[config.mk]
export PLATFORM = sky130hd
export DESIGN_NAME = mmio_periph_hub
export DESIGN_NICKNAME = d
export VERILOG_FILES = /design/src/rtl/mmio_periph_hub.sv
export SDC_FILE = /design/constraint.sdc
export NUM_CORES = 1
export LEC_CHECK = 0
export ABC_AREA = 1
export CAP_MARGIN = 40
export CELL_PAD_IN_SITES_DETAIL_PLACEMENT = 0
export CELL_PAD_IN_SITES_GLOBAL_PLACEMENT = 2
export CORE_UTILIZATION = 37
export DETAILED_ROUTE_END_ITERATION = 6
export PLACE_DENSITY_LB_ADDON = 0.1
export SYNTH_ARGS = -nofsm -noshare
export SYNTH_HDL_FRONTEND = slang
export SYNTH_SLANG_ARGS = --single-unit
[constraint.sdc]
create_clock -name clk -period 9.24 [get_ports clk]
set_input_delay 2.772 -clock clk [delete_from_list [all_inputs] [get_ports clk]]
set_output_delay 2.772 -clock clk [all_outputs]
set_load 0.05 [all_outputs]
[src/rtl/mmio_periph_hub.sv]
`default_nettype none
// =============================================================================
// mmio_periph_hub : decoded MMIO window (cycle/event counters, UART TX FIFO)
//                   in front of dmem; optional compare IRQ via PERIPH_CMP_IRQ_EN
// Revision        : 1.0
// =============================================================================
module mmio_periph_hub #(
    parameter logic [31:0] BASE_ADDR  = 32'hFFFF_FF00,
    parameter int          NUM_CNT    = 2,
    parameter int          CNT_WIDTH  = 32,
    parameter int          UART_DEPTH = 16
) (
    input  logic               clk,
    input  logic               rst,
    input  logic [31:0]        addr_i,
    input  logic [31:0]        wdata_i,
    input  logic               wen_i,
    input  logic [2:0]         size_i,
    input  logic [31:0]        mem_rdata_i,
    output logic [31:0]        rdata_o,
    output logic               mem_wen_o,
    input  logic [NUM_CNT-1:0] cnt_event_i,
    output logic [7:0]         tx_data_o,
    output logic               tx_valid_o,
    input  logic               tx_ready_i
`ifdef PERIPH_CMP_IRQ_EN
    ,
    output logic               irq_o
`endif
);

    localparam int AW = $clog2(UART_DEPTH);
    localparam int OW = AW + 1;
    localparam logic [5:0]    OFF_CNT_EN  = 6'h10;
    localparam logic [5:0]    OFF_CNT_CLR = 6'h11;
    localparam logic [5:0]    OFF_CMP     = 6'h12;
    localparam logic [5:0]    OFF_CYCLE   = 6'h3C;
    localparam logic [5:0]    OFF_STATUS  = 6'h3E;
    localparam logic [5:0]    OFF_TX      = 6'h3F;
    localparam logic [OW-1:0] FULL_OCC    = OW'(UART_DEPTH);

    logic                 w_hit, w_wr, w_stat_wr;
    logic [5:0]           w_off;
    logic                 w_empty, w_full, w_push_req, w_push, w_pop;
    logic                 w_cmp_en, w_irq;
    logic [CNT_WIDTH-1:0] w_cmp;
    logic [31:0]          w_reg;
    logic                 w_unused;

    logic [CNT_WIDTH-1:0] cycle_q;
    logic [CNT_WIDTH-1:0] cnt_q [NUM_CNT];
    logic [NUM_CNT-1:0]   en_q;
    logic [7:0]           fifo_q [UART_DEPTH];
    logic [AW-1:0]        wr_ptr_q, rd_ptr_q;
    logic [OW-1:0]        occ_q, occ_d;
    logic                 ovf_q;

    assign w_hit     = (addr_i[31:8] == BASE_ADDR[31:8]);
    assign w_off     = addr_i[7:2];
    assign w_wr      = wen_i & w_hit;
    assign w_stat_wr = w_wr & (w_off == OFF_STATUS);
    assign mem_wen_o = wen_i & ~w_hit;
    assign w_unused  = ^{size_i, addr_i[1:0], wdata_i};

    // A register write in the same cycle as an increment takes precedence.
    always_ff @(posedge clk) begin
        if (rst) begin
            cycle_q <= '0;
            en_q    <= '0;
            for (int i = 0; i < NUM_CNT; i++) cnt_q[i] <= '0;
        end else begin
            cycle_q <= cycle_q + CNT_WIDTH'(1);
            if (w_wr && w_off == OFF_CNT_EN) en_q <= wdata_i[NUM_CNT-1:0];
            for (int i = 0; i < NUM_CNT; i++) begin
                if (w_wr && w_off == 6'(i))
                    cnt_q[i] <= wdata_i[CNT_WIDTH-1:0];
                else if (w_wr && w_off == OFF_CNT_CLR && wdata_i[i])
                    cnt_q[i] <= '0;
                else if (en_q[i] && cnt_event_i[i])
                    cnt_q[i] <= cnt_q[i] + CNT_WIDTH'(1);
            end
        end
    end

    assign w_empty    = (occ_q == '0);
    assign w_full     = (occ_q == FULL_OCC);
    assign w_push_req = w_wr & (w_off == OFF_TX);
    assign w_push     = w_push_req & ~w_full;
    assign w_pop      = ~w_empty & tx_ready_i;
    assign tx_valid_o = ~w_empty;
    assign tx_data_o  = fifo_q[rd_ptr_q];

    always_comb begin
        occ_d = occ_q;
        if (w_push && !w_pop)
            occ_d = occ_q + OW'(1);
        else if (!w_push && w_pop)
            occ_d = occ_q - OW'(1);
    end

    always_ff @(posedge clk) begin
        if (!rst && w_push) fifo_q[wr_ptr_q] <= wdata_i[7:0];
    end

    always_ff @(posedge clk) begin
        if (rst) begin
            wr_ptr_q <= '0;
            rd_ptr_q <= '0;
            occ_q    <= '0;
            ovf_q    <= 1'b0;
        end else begin
            if (w_push) wr_ptr_q <= wr_ptr_q + AW'(1);
            if (w_pop)  rd_ptr_q <= rd_ptr_q + AW'(1);
            occ_q <= occ_d;
            if (w_push_req && w_full)
                ovf_q <= 1'b1;
            else if (w_stat_wr && wdata_i[2])
                ovf_q <= 1'b0;
        end
    end

`ifdef PERIPH_CMP_IRQ_EN
    logic [CNT_WIDTH-1:0] cmp_q;
    logic                 cmp_en_q, irq_q;

    // Compare uses the pre-increment cycle value; a match beats a clear.
    always_ff @(posedge clk) begin
        if (rst) begin
            cmp_q    <= '0;
            cmp_en_q <= 1'b0;
            irq_q    <= 1'b0;
        end else begin
            if (w_wr && w_off == OFF_CMP)    cmp_q    <= wdata_i[CNT_WIDTH-1:0];
            if (w_wr && w_off == OFF_CNT_EN) cmp_en_q <= wdata_i[31];
            if (cmp_en_q && cycle_q == cmp_q)
                irq_q <= 1'b1;
            else if (w_stat_wr && wdata_i[3])
                irq_q <= 1'b0;
        end
    end

    assign irq_o    = irq_q;
    assign w_cmp_en = cmp_en_q;
    assign w_irq    = irq_q;
    assign w_cmp    = cmp_q;
`else
    assign w_cmp_en = 1'b0;
    assign w_irq    = 1'b0;
    assign w_cmp    = '0;
`endif

    always_comb begin
        w_reg = '0;
        for (int i = 0; i < NUM_CNT; i++)
            if (w_off == 6'(i)) w_reg[CNT_WIDTH-1:0] = cnt_q[i];
        case (w_off)
            OFF_CNT_EN: begin
                w_reg[NUM_CNT-1:0] = en_q;
                w_reg[31]          = w_cmp_en;
            end
            OFF_CMP:    w_reg[CNT_WIDTH-1:0] = w_cmp;
            OFF_CYCLE:  w_reg[CNT_WIDTH-1:0] = cycle_q;
            OFF_STATUS: begin
                w_reg[0]      = w_empty;
                w_reg[1]      = w_full;
                w_reg[2]      = ovf_q;
                w_reg[3]      = w_irq;
                w_reg[8 +: OW] = occ_q;
            end
            default: ;
        endcase
    end

    assign rdata_o = w_hit ? w_reg : mem_rdata_i;

endmodule
`default_nettype wire

# Word level (Yosys, flattened, before mapping)
# Memory sizes are Yosys's and may differ from the RTL's. A register that Yosys moved wholly into a read port is not among the register bits.
# Index checks and enable logic that the tools add are counted.
# classes
add_sub_neg,7
n_eq_ne,9
mux,49
bitwise,15
reduce_logical,21
# ops
cell,n
$mux W32,9
$add A32 B1 Y32 const B,3
$pmux W18 S2,1
$mux W1,30
$eq A24 B24 Y1 const B,1
$eq A6 B5 Y1 const B,3
$eq A6 B6 Y1 const B,3
$pmux W5 S3,1
$logic_and A1 B1 Y1,13
$mux W5,2
$add A4 B1 Y4 const B,2
$mux W4,2
$pmux W2 S4,1
$pmux W4 S2,1
$and A1 B1 Y1,6
$eq A6 B1 Y1 const B,1
$logic_not A6 Y1,1
$or A1 B1 Y1,6
$pmux W2 S3,1
$add A5 B1 Y5 const B,1
$eq A5 B5 Y1 const B,1
$logic_not A5 Y1,1
$sub A5 B1 Y5 const B,1
$reduce_bool A2 Y1,2
other kinds (4),8
# totals
regBits,48
mem_bits_rw,192
memories,2
# memory_table
memory,depth,width,read_ports,rd_clocked_by_memory_dff,write_ports,line_no,source
fifo_q,16,8,1,1,1,53,logic [7:0] fifo_q [UART_DEPTH];
cnt_q,2,32,2,0,2,51,logic [CNT_WIDTH-1:0] cnt_q [NUM_CNT];

# Depth between registers and ports, before layout
# logic_depth
ltp_word,10
depth_mapped,20
ltp_nobuf,20

# Worst setup path after synthesis
# Ideal clock, no wire load.
# synth_timing
path_kind,in2out
start,input port addr_i[5]
end,output port rdata_o[10]
arrival_ns,4.609
setup_slack_ns,1.859
stages,6
path_buffers,1
path_cell_list,nor2_1 -> nand2_1 -> nor2_1 -> clkbuf_1 -> a22oi_1 -> a31oi_1
# synth_between
elab_chain_len,5
elab_cells_between_ends,9
# synth_lines
item,line_no,source
start: declaration,15,"input logic [31:0] addr_i,"
$logic_not A6 Y1,155,if (w_off == 6'(i)) w_reg[CNT_WIDTH-1:0] = cnt_q[i];
$mux W32 (2 in series),155,
$pmux W5 S3 *,156,case (w_off)
$mux W32 *,174,assign rdata_o = w_hit ? w_reg : mem_rdata_i;
end: declaration,20,"output logic [31:0] rdata_o,"
# Mark *: on every way between the ends. The rest lies on a longest branch, timed or not.

# Final worst setup path
# layout_timing
start,input port addr_i[5]
end,output port rdata_o[1]
# layout_between
elab_chain_len,5
elab_cells_between_ends,10
# layout_lines
item,line_no
$logic_not A6 Y1,155
$mux W32 (2 in series),155
$pmux W2 S4 *,156
$mux W32 *,174
# Marks and branches as above.

==> out/summary.txt <==
Worst Tran Pin Value - 0.895 ns
Fin crit period - 8.21 ns
Design area - 16600 µm²
Detailed placer's ending HPWL - 31700 µm
Asr flop ratio synth - 0
Share of layout cells above drive strength 1 - 0.0579
Worst-case clock skew - 0.0103 ns
Via density - 5.19
Clock latency on the worst-skew pair - 0.56 ns
Post-CTS Hold Buffers - 0
EDFF count, synth - 192
Met1 usage - 0.298
DRT iter0 DRCs - 863
RSZ-0062 raised after global routing - no
Setup crit end kind - output port
Synthesis warning total - 0
Count of cell types in the netlist - 49
Drt drc - 0
Sequential power share - 0.415
Top_reg_cell synth - edfxtp_1
CTS tree - done
Final worst slack - 1.03 ns
Status - finished clean
Total negative slack - 0 ns
# nets final - 1876
Top cell by count, worst path - clkdlybuf4s50_1
Die Footprint - 37900 µm²
Period utilisation layout - 0.889
GR Util met3 - 0.0219
Hold slack - 0.479 ns
# diodes - 0
Remaining antenna violation count - 0
Non-filler cells, final - 2248
Max transition margin - 0.403
Final Core Density - 0.452
P_sw - 0.924 mW
Boundary pin count - 147
Die Y - 195 µm
Syn Area/Cell - 8.40 µm²
Global-route wire length before repair - 66900 µm
Max FO, Critical Path - 34
Area post-placement - 15600 µm²
Clock Tree Root - clkbuf_16
Max frequency - 122 MHz
Setup Slack @ Placement - 0.976 ns
Power Total - 3.04 mW
Grt met2 use - 0.396
Width of the die - 195 µm
Num CTS Buffers - 28
H-tree Lvls - 1
Buf+Inv Stages, Crit Path - 3
FP Rows - 70
Endpoints failing setup - 0
Clk sinks - 244
Slowest library cell on the worst path - clkdlybuf4s50_1
First-pass DRT Iterations - 5
Clock-pin slew on the worst setup and hold paths - 0.06 ns
Routed length per placed instance - 19.3 µm
Net Sw Frac - 0.304
Setup Buffers After CTS - 0
Delay-heaviest family, CP - buffers and inverters
Cells after synthesis - 1637
Mapped Area - 13700 µm²
Top Usage Layer GRT - met2
Power per cell area - 183 nW/µm²
Layout area overhead - 20.5%
Post-synthesis sequential area ratio - 0.495
Worst EP required - 6.47 ns
Pins Over Slew Limit - 0
All-layer global routing usage - 0.229
Int Pwr - 2.11 mW
Hold Vio Cnt, Final - 0
CP startpoint kind - input pin
Port Buffers - 141
Crit path largest cell delay - 0.85 ns
Final WL - 43400 µm
GPL Wtd Cong - 0.878
Placed insts - 2196
Synthesized flop and latch total - 244
Worst-path cell chain - clkdlybuf4s50_1, nor2_1, nand2_1, nor2_2, buf_4, a22oi_1, a41oi_1, clkdlybuf4s50_1
Largest net degree at the start of global routing - 73
Max-Cap Viols - 0
Total vias in the final route - 11665
Leakage - 6.22 nW
Syn_nets - 1755
Clock power share - 0.370
Post-CTS resize count - 0
Critical path type - in2out
Hold WC Path Type - reg2reg
VDD IR max - 164 µV
Initial antenna violation count - 0
Crit path DAT - 5.44 ns
GRT overflow - 0
Combinational share of power - 0.215
FILL cells - 3614
Core ar. - 36600 µm²
Vias in the first global route - 11355
Starting Density - 0.375
Longest Clk Path Bufs - 3
-- cells by family after synthesis --
| group | Yosys count | share of synthesized area |
|---|---|---|
| AOI/OAI and AO/OA | 344 | 0.141 |
| xor gates and xnor gates | 48 | 0.0306 |
| adders and majority gates | 13 | 0.0124 |
| buffers and inverters | 255 | 0.0739 |
| DFF | 244 | 0.495 |
| muxes | 32 | 0.0233 |
| and+or+nand+nor | 701 | 0.224 |
-- per-layer routing --
layer,vias up,routed length [µm]
met2,281,21100
met4,0,1450
met3,70,1500
li1,5850,-
met1,5464,19400
met5,-,0
-- sequential cells by signal, summed over array words and instances (netlist names), named ones only --
register  cells
fifo_q      128
wr_ptr_q      4
en_q          2
occ_q         5
ovf_q         1
rd_ptr_q      4
cnt_q        64
cycle_q      32
-- cell type report --
class / instances / area, µm² / share of cell area
sequential: 244 / 6810 / 0.411
multi-input combinational: 1138 / 5920 / 0.358
timing repair buffer: 159 / 1600 / 0.0968
clock buffer: 41 / 801 / 0.0484
inverter: 187 / 702 / 0.0424
tap: 468 / 586 / 0.0354
clock inverter: 11 / 131 / 0.00793
-- path summary, 6_finish.rpt --
path / startpoint / to / slack [ns] / cells past startpoint
setup reg to reg: en_q[1]$_SDFFE_PP0P_ / cnt_q[1][19]$_DFFE_PP_ / 6.19 / 6
setup / recovery: addr_i[5] / rdata_o[1] / 1.03 / 8
hold reg to reg: cycle_q[0]$_SDFF_PP0_ / cycle_q[0]$_SDFF_PP0_ / 0.48 / 1
hold / removal: cycle_q[0]$_SDFF_PP0_ / cycle_q[0]$_SDFF_PP0_ / 0.48 / 1
-- synth_stat cells (2+ instances only) --
cell	n	area [µm²]
a211oi_1	3	22.5
a21o_1	2	15.0
a21oi_1	182	911
a221oi_1	4	35.0
a22oi_1	32	240
a31oi_1	6	37.5
buf_1	4	15.0
buf_2	14	70.1
buf_4	5	37.5
buf_6	3	33.8
clkbuf_1	42	158
dfxtp_1	52	1040
edfxtp_1	192	5770
ha_1	12	150
inv_1	175	657
inv_2	11	41.3
mux2i_1	32	320
nand2_1	340	1280
nand2_2	4	25.0
nand3_1	77	385
nand3b_1	3	22.5
nand4_1	39	244
nor2_1	161	604
nor2_2	11	68.8
nor2_4	5	56.3
nor3_1	40	200
nor3b_1	6	45.0
nor3b_2	2	25.0
nor4_1	6	37.5
o211ai_1	32	240
o21ai_0	68	340
o21ai_1	9	45.0
xnor2_1	16	140
xor2_1	32	280
-- power by group through the flow --
| stage | logic (mW) | clock network (mW) | registers, mW |
|---|---|---|---|
| after floorplan | 0.436 | 0 | 1.25 |
| after global placement | 0.634 | 0 | 1.28 |
| after detailed placement | 0.654 | 0 | 1.28 |
| after CTS | 0.656 | 1.15 | 1.26 |
| after global routing | 0.712 | 1.19 | 1.27 |
| final | 0.652 | 1.12 | 1.26 |
-- placed cells by master (no fill, tap or decap), drive strengths merged, types with 2 or more instances in the layout --
| master | n |
|---|---|
| a221oi | 4 |
| bufinv | 2 |
| xor2 | 32 |
| buf | 18 |
| nand3b | 3 |
| a31oi | 6 |
| nor4 | 6 |
| a22oi | 32 |
| inv | 186 |
| nor3 | 40 |
| a21oi | 182 |
| nand4 | 40 |
| nor2 | 177 |
| mux2i | 32 |
| clkinv | 9 |
| o21ai | 77 |
| nand2 | 346 |
| xnor2 | 16 |
| a211oi | 3 |
| clkdlybuf4s50 | 141 |
| ha | 12 |
| a21o | 2 |
| nand3 | 78 |
| edfxtp | 192 |
| clkbuf | 41 |
| o211ai | 32 |
| dfxtp | 52 |
| nor3b | 9 |
Note: power is estimated with default switching activity, not from simulation.
